### src/rtl/aes_block_sequencer_if.sv
// Job-control, input-block, core and output-block signals of the AES block sequencer.
// slave: the sequencer itself. master: the surrounding adapters, the core and the bench.
interface aes_block_sequencer_if #(
  parameter int CNT_W = 16
);
  logic             start;
  logic             abort;
  logic [1:0]       mode;
  logic             decrypt;
  logic [CNT_W-1:0] num_blocks;
  logic [127:0]     iv;
  logic             in_valid;
  logic             in_ready;
  logic [127:0]     in_block;
  logic             core_start;
  logic             core_decrypt;
  logic [127:0]     core_in;
  logic             core_done;
  logic [127:0]     core_out;
  logic             out_valid;
  logic             out_ready;
  logic [127:0]     out_block;
  logic             busy;
  logic             done;
  logic [CNT_W-1:0] blocks_done;

  modport slave (
    input  start, abort, mode, decrypt, num_blocks, iv,
    input  in_valid, in_block, core_done, core_out, out_ready,
    output in_ready, core_start, core_decrypt, core_in,
    output out_valid, out_block, busy, done, blocks_done
  );

  modport master (
    output start, abort, mode, decrypt, num_blocks, iv,
    output in_valid, in_block, core_done, core_out, out_ready,
    input  in_ready, core_start, core_decrypt, core_in,
    input  out_valid, out_block, busy, done, blocks_done
  );
endinterface

### src/rtl/aes_block_sequencer.sv
// AES job sequencer: moves N 128-bit blocks, one at a time, from the input
// block builder through a single-block AES core to the output splitter,
// applying ECB / CBC / CTR chaining around the core.
module aes_block_sequencer #(
  parameter int CNT_W = 16,
  parameter int CTR_W = 32
) (
  input logic                  clk,
  input logic                  rst,
  aes_block_sequencer_if.slave bus
);

  localparam logic [2:0] S_IDLE = 3'd0;
  localparam logic [2:0] S_LOAD = 3'd1;
  localparam logic [2:0] S_CORE = 3'd2;
  localparam logic [2:0] S_OUTP = 3'd3;
  localparam logic [2:0] S_FIN  = 3'd4;

  localparam logic [1:0] M_CBC = 2'd1;
  localparam logic [1:0] M_CTR = 2'd2;

  logic [2:0]       state;
  logic [1:0]       mode_q;
  logic             dec_q;
  logic [CNT_W-1:0] nblk_q;
  logic [CNT_W-1:0] bdone_q;
  logic [127:0]     chain_q;
  logic [127:0]     hold_q;
  logic [127:0]     core_in_q;
  logic [127:0]     out_q;
  logic             out_valid_q;
  logic             core_start_q;
  logic             done_q;

  logic             is_cbc, is_ctr;
  logic [127:0]     core_in_nxt;
  logic [127:0]     out_nxt;
  logic [127:0]     chain_nxt;
  logic [CNT_W-1:0] bdone_inc;

  // reserved mode 3 falls through to plain ECB behaviour
  assign is_cbc    = (mode_q == M_CBC);
  assign is_ctr    = (mode_q == M_CTR);
  assign bdone_inc = bdone_q + {{(CNT_W-1){1'b0}}, 1'b1};

  assign bus.in_ready     = (state == S_LOAD);
  assign bus.busy         = (state != S_IDLE);
  assign bus.core_start   = core_start_q;
  assign bus.core_decrypt = dec_q & ~is_ctr;
  assign bus.core_in      = core_in_q;
  assign bus.out_valid    = out_valid_q;
  assign bus.out_block    = out_q;
  assign bus.done         = done_q;
  assign bus.blocks_done  = bdone_q;

  // core operand for the block being accepted
  always_comb begin
    core_in_nxt = bus.in_block;
    if (is_ctr)
      core_in_nxt = chain_q;
    else if (is_cbc && !dec_q)
      core_in_nxt = bus.in_block ^ chain_q;
  end

  // output block and next chain value when the core result is captured
  always_comb begin
    out_nxt   = bus.core_out;
    chain_nxt = chain_q;
    if (is_ctr) begin
      out_nxt                  = bus.core_out ^ hold_q;
      chain_nxt[CTR_W-1:0]     = chain_q[CTR_W-1:0] + {{(CTR_W-1){1'b0}}, 1'b1};
    end else if (is_cbc && dec_q) begin
      out_nxt   = bus.core_out ^ chain_q;
      chain_nxt = hold_q;
    end else if (is_cbc) begin
      chain_nxt = bus.core_out;
    end
  end

  // job FSM and datapath registers; abort overrides everything
  always_ff @(posedge clk or posedge rst) begin
    if (rst) begin
      state        <= S_IDLE;
      mode_q       <= 2'd0;
      dec_q        <= 1'b0;
      nblk_q       <= '0;
      bdone_q      <= '0;
      chain_q      <= '0;
      hold_q       <= '0;
      core_in_q    <= '0;
      out_q        <= '0;
      out_valid_q  <= 1'b0;
      core_start_q <= 1'b0;
      done_q       <= 1'b0;
    end else if (bus.abort) begin
      state        <= S_IDLE;
      out_valid_q  <= 1'b0;
      core_start_q <= 1'b0;
      done_q       <= 1'b0;
    end else begin
      core_start_q <= 1'b0;
      done_q       <= 1'b0;
      case (state)
        S_IDLE: if (bus.start) begin
          mode_q  <= bus.mode;
          dec_q   <= bus.decrypt;
          nblk_q  <= bus.num_blocks;
          chain_q <= bus.iv;
          bdone_q <= '0;
          state   <= (bus.num_blocks == '0) ? S_FIN : S_LOAD;
        end
        S_LOAD: if (bus.in_valid) begin
          hold_q       <= bus.in_block;
          core_in_q    <= core_in_nxt;
          core_start_q <= 1'b1;
          state        <= S_CORE;
        end
        S_CORE: if (bus.core_done) begin
          out_q       <= out_nxt;
          out_valid_q <= 1'b1;
          chain_q     <= chain_nxt;
          state       <= S_OUTP;
        end
        S_OUTP: if (bus.out_ready) begin
          out_valid_q <= 1'b0;
          bdone_q     <= bdone_inc;
          state       <= (bdone_inc == nblk_q) ? S_FIN : S_LOAD;
        end
        S_FIN: begin
          done_q <= 1'b1;
          state  <= S_IDLE;
        end
        default: state <= S_IDLE;
      endcase
    end
  end

endmodule

### src/flat_wrapper.sv
// flat-port wrapper written by rule: the top's interface ports become plain ports
module aes_block_sequencer_flat 
#(
  parameter int CNT_W = 16,
  parameter int CTR_W = 32
)
  (clk, rst, bus_start, bus_abort, bus_mode, bus_decrypt, bus_num_blocks, bus_iv, bus_in_valid, bus_in_block, bus_core_done, bus_core_out, bus_out_ready, bus_in_ready, bus_core_start, bus_core_decrypt, bus_core_in, bus_out_valid, bus_out_block, bus_busy, bus_done, bus_blocks_done);
  aes_block_sequencer_if #(.CNT_W(CNT_W)) bus_i ();
  input logic clk;
  input logic rst;
  input wire logic [$bits(bus_i.start)-1:0] bus_start;
  input wire logic [$bits(bus_i.abort)-1:0] bus_abort;
  input wire logic [$bits(bus_i.mode)-1:0] bus_mode;
  input wire logic [$bits(bus_i.decrypt)-1:0] bus_decrypt;
  input wire logic [$bits(bus_i.num_blocks)-1:0] bus_num_blocks;
  input wire logic [$bits(bus_i.iv)-1:0] bus_iv;
  input wire logic [$bits(bus_i.in_valid)-1:0] bus_in_valid;
  input wire logic [$bits(bus_i.in_block)-1:0] bus_in_block;
  input wire logic [$bits(bus_i.core_done)-1:0] bus_core_done;
  input wire logic [$bits(bus_i.core_out)-1:0] bus_core_out;
  input wire logic [$bits(bus_i.out_ready)-1:0] bus_out_ready;
  output wire logic [$bits(bus_i.in_ready)-1:0] bus_in_ready;
  output wire logic [$bits(bus_i.core_start)-1:0] bus_core_start;
  output wire logic [$bits(bus_i.core_decrypt)-1:0] bus_core_decrypt;
  output wire logic [$bits(bus_i.core_in)-1:0] bus_core_in;
  output wire logic [$bits(bus_i.out_valid)-1:0] bus_out_valid;
  output wire logic [$bits(bus_i.out_block)-1:0] bus_out_block;
  output wire logic [$bits(bus_i.busy)-1:0] bus_busy;
  output wire logic [$bits(bus_i.done)-1:0] bus_done;
  output wire logic [$bits(bus_i.blocks_done)-1:0] bus_blocks_done;
  assign bus_i.start = bus_start;
  assign bus_i.abort = bus_abort;
  assign bus_i.mode = bus_mode;
  assign bus_i.decrypt = bus_decrypt;
  assign bus_i.num_blocks = bus_num_blocks;
  assign bus_i.iv = bus_iv;
  assign bus_i.in_valid = bus_in_valid;
  assign bus_i.in_block = bus_in_block;
  assign bus_i.core_done = bus_core_done;
  assign bus_i.core_out = bus_core_out;
  assign bus_i.out_ready = bus_out_ready;
  assign bus_in_ready = bus_i.in_ready;
  assign bus_core_start = bus_i.core_start;
  assign bus_core_decrypt = bus_i.core_decrypt;
  assign bus_core_in = bus_i.core_in;
  assign bus_out_valid = bus_i.out_valid;
  assign bus_out_block = bus_i.out_block;
  assign bus_busy = bus_i.busy;
  assign bus_done = bus_i.done;
  assign bus_blocks_done = bus_i.blocks_done;
  aes_block_sequencer #(.CNT_W(CNT_W), .CTR_W(CTR_W)) u_core (.clk(clk), .rst(rst), .bus(bus_i));
endmodule
### config.mk
export PLATFORM = sky130hd
export DESIGN_NAME = aes_block_sequencer_flat
export DESIGN_NICKNAME = d
export VERILOG_FILES = /design/src/rtl/aes_block_sequencer_if.sv /design/src/rtl/aes_block_sequencer.sv /design/src/flat_wrapper.sv
export SDC_FILE = /design/constraint.sdc
export NUM_CORES = 2
export LEC_CHECK = 0
export BUFFER_PORTS_ARGS = -buffer_cell sky130_fd_sc_hd__clkbuf_2
export CORE_MARGIN = 5
export CORE_UTILIZATION = 45
export DETAILED_ROUTE_END_ITERATION = 8
export HOLD_SLACK_MARGIN = 0.08
export PLACE_DENSITY = 0.73
export SLEW_MARGIN = 40
export SYNTH_ARGS = -nofsm -noshare
export SYNTH_HDL_FRONTEND = slang
export SYNTH_SLANG_ARGS = --single-unit
### constraint.sdc
create_clock -name clk -period 22.4 [get_ports clk]
set_input_delay 4.48 -clock clk [delete_from_list [all_inputs] [get_ports clk]]
set_output_delay 4.48 -clock clk [all_outputs]
set_load 0.1 [all_outputs]
==> metrics.txt <==
Starting DRT DRC Count=3,047; CP max FO=96; WL/cell=20.9 µm; routed wire length=roughly 110,000 µm; FF-to-FF Start=u_core.mode_q[0]; Max Fclk=roughly 150 MHz; Die X=266 µm; TritonCTS Buffers=60; reg2reg end=u_core.bus.core_in[75]; Arr. time, crit path=between 7 and 8 ns; Static Leak=17.2 nW; Reg clk slew, reported paths=0.06 ns; Detailed Place HPWL=70,300 µm; Port Buf Inserts=roughly 690; Via density=around 5.8; critical path startpoint category=input pin; Max-slew headroom=a little over two fifths; Worst Skew=approximately 0.018 ns; share of cells above drive strength 1=~21%; clk_lat worst skew=between 0.6 and 0.7 ns; Max Slew Vio Count=0; sequential fraction of the synthesis area=a little under half; CP required=between 20 and 25 ns; final RePlAce weighted congestion=around 0.9; # fillers=about 6.0k; Initial Util=a little under half; die area=70,700 µm²; Layout Nets=4,552; HP Class=register to register; Layout Area Growth over Synthesis=19.6%; crit path to=u_core.bus.core_in[75]; pin count of the biggest net entering global routing=between 150 and 200; PD cells=around 160 nW/µm²; vias post-DR=29.3k; first-pass GRT wire length=163,000 µm; total global-route track usage=28.4%; row count=93; Hold Buf Count CTS=0; top_reg_cell synth=dfrtp_1; Placed Area=between 30,000 and 40,000 µm²; R2R cell count=9; Min Clock Period, post-route=~6.5 ns; distinct cell type count after synthesis=~70; CORE AREA=between 60,000 and 70,000 µm²; final critical-path share of the clock period=29.2%; CP Capture Type=register; RSZ-0062 raised after global routing=no; DRC violations left=0; H-tree Lvls=2; Crit Path Category=input pin to register; Die Y=between 200 and 300 µm; Reg area=approximately 14,000 µm²; CTS resizes=0; setup TNS=0 ns; clock sink total=553; vias in the first global route=~28k; syn_area_per_cell=8.06 µm²; Multi-input gate area=14,400 µm²; #FFs+latches synth=about 550; Cell Area, Synth=about 30,000 µm²; status=complete, no violations; Reg2Reg Setup Slack=17.84 ns; grt total ovfl=0; EDFF count, synth=0; Critical path origin=bus_abort; CTS root buf=clkbuf_16; Ys Warns=0; Max clock buf depth=3; final setup fails=0; Final Hold Fails=0; Synth Net Count=4,069; slew at the pin closest to its max-slew limit=0.848 ns; CTS tree=yes; Post-DRT Antenna Nets=0; maximum VDD drop=about 0.2 mV; initial antenna violation count=30; final instance area=about 35,000 µm²; drt pass-1 iters=6; Syn Inst Count=approximately 3.7k; Setup Fix Bufs, Post-CTS=0; Max-Cap Viols=0; post-synthesis async set-or-reset flop share=between 90% and 100%; Top Ports=688
-- cells in the final DEF (no fill, tap or decap), types with 5 or more instances in the layout --
cell type	n
nor3_1	15
xor2_1	112
o2bb2ai_1	7
o22ai_1	126
nand4_1	10
o21ai_0	324
dfrtp_1	553
o31ai_1	135
nor2b_1	6
mux2_2	22
mux2i_1	8
buf_6	15
nand2_1	1204
nor4_1	13
a31oi_1	10
buf_4	11
or3_1	6
xnor2_1	47
and3_1	116
clkbuf_8	15
a21oi_1	459
a221oi_1	5
clkbuf_16	61
a21o_1	5
inv_1	13
clkbuf_2	687
clkbuf_1	20
a211oi_1	13
nand3_1	25
diode_2	20
nor2_1	33
o211ai_1	8
-- layer usage --
layer  vias to the layer above  track usage [%]  share of wire (%)
met5                         -                0               0.14
met4                        22             10.8                4.2
met3                       277             6.83                9.3
met2                      1452             45.4                 47
met1                     14000             37.8                 40
li1                      13600                -                  -
-- how the worst min path moves through the flow --
stage,from,end,slack [ns],cells after the start
detailed placement,u_core.bus.core_in[106],u_core.bus.core_in[106],0.47,2
global route,u_core.bus.out_block[98],u_core.bus.out_block[98],0.50,2
floorplan,u_core.hold_q[22],u_core.hold_q[22],0.46,2
finish,u_core.bus.core_in[106],u_core.bus.core_in[106],0.47,2
CTS,u_core.bus.core_in[28],u_core.bus.core_in[28],0.48,1
global placement,u_core.bus.out_block[103],u_core.bus.out_block[103],0.46,2
-- sequential cells by signal, indices dropped and copies added, names as in the netlist, 2 cells and up --
register and cells:
u_core.bus.core_in 128, u_core.chain_q 128, u_core.hold_q 128, u_core.state 3, u_core.mode_q 2, u_core.bus.out_block 128, u_core.nblk_q 16, u_core.bus.blocks_done 16
-- synth_stat cells (all sizes together) (2+ instances only) --
cell type | number | area share (%)
nor4 | 17 | 0.51
o2bb2ai | 7 | 0.21
mux2i | 8 | 0.27
nor2b | 6 | 0.13
a21o | 5 | 0.13
o41ai | 4 | 0.12
o31ai | 135 | 3.4
o22ai | 126 | 2.7
nand2b | 6 | 0.14
or3 | 6 | 0.13
xnor2 | 47 | 1.4
a22oi | 3 | 0.076
inv | 16 | 0.20
and3 | 116 | 2.5
nor3 | 16 | 0.29
or4 | 2 | 0.051
a211oi | 13 | 0.33
mux2 | 22 | 0.84
a22o | 2 | 0.059
a311oi | 2 | 0.059
clkbuf | 202 | 2.6
a21oi | 459 | 7.8
nand3 | 26 | 0.44
o211ai | 8 | 0.20
nand2 | 1206 | 15
nor3b | 4 | 0.12
nand4 | 14 | 0.47
or2 | 4 | 0.085
a31oi | 10 | 0.21
o21a | 3 | 0.076
a221oi | 5 | 0.15
xor2 | 112 | 3.3
and2 | 6 | 0.13
ha | 4 | 0.17
o31a | 2 | 0.059
nand3b | 2 | 0.051
o21ai | 327 | 5.6
buf | 98 | 1.7
nor4b | 2 | 0.081
nor2 | 34 | 0.43
and4 | 3 | 0.089
dfrtp | 553 | 47
-- critical path: stages --
cell      delay (ns)
clkbuf_2        0.09
or2_1           0.23
or2_4           0.50
buf_6           0.61
buf_4           0.74
o31ai_1         0.19
-- where the power goes --
group | internal [mW] | switching, mW
clock network | 0.582 | 0.417
registers | 1.39 | 0.369
logic | 0.511 | 2.40
-- metrics by stage --
| stage | total power [mW] | std cells | hold WS [ns] | utilization (%) | setup WS, ns |
|---|---|---|---|---|---|
| 6_report | 5.67 | 5057 | 0.474 | 54.4 | 15.85 |
| 5_1_grt | 5.92 | 5054 | 0.496 | 54.4 | 15.70 |
| 4_1_cts | 5.67 | 5033 | 0.480 | 54.2 | 15.84 |
| 3_5_place_dp | 4.66 | 4927 | 0.466 | 51.2 | 15.18 |
| 3_3_place_gp | 4.62 | 4926 | 0.460 | 51.1 | 15.12 |
| 2_1_floorplan | 4.02 | 3655 | 0.459 | - | 2.46 |
-- layout make-up --
type / instances / share of cell area, %
multi-input combinational: 2786 / 40.8
sequential: 553 / 39.3
timing repair buffer: 721 / 11.0
clock buffer: 96 / 5.13
tap: 855 / 3.04
clock inverter: 10 / 0.387
inverter: 16 / 0.242
antenna: 20 / 0.142
-- cell families (layout without fill, tap and decap cells) --
logic type	after synthesis	after routing	share of synthesized area, %
compound gates	1121	1121	21.5
xor+xnor	159	159	4.73
fa+ha+maj	5	5	0.204
buf+inv	316	843	4.52
flops	553	553	47.0
mux	30	30	1.11
other cells	0	20	0
simple gates	1471	1471	21.0
(Power assumes the default switching activity.)
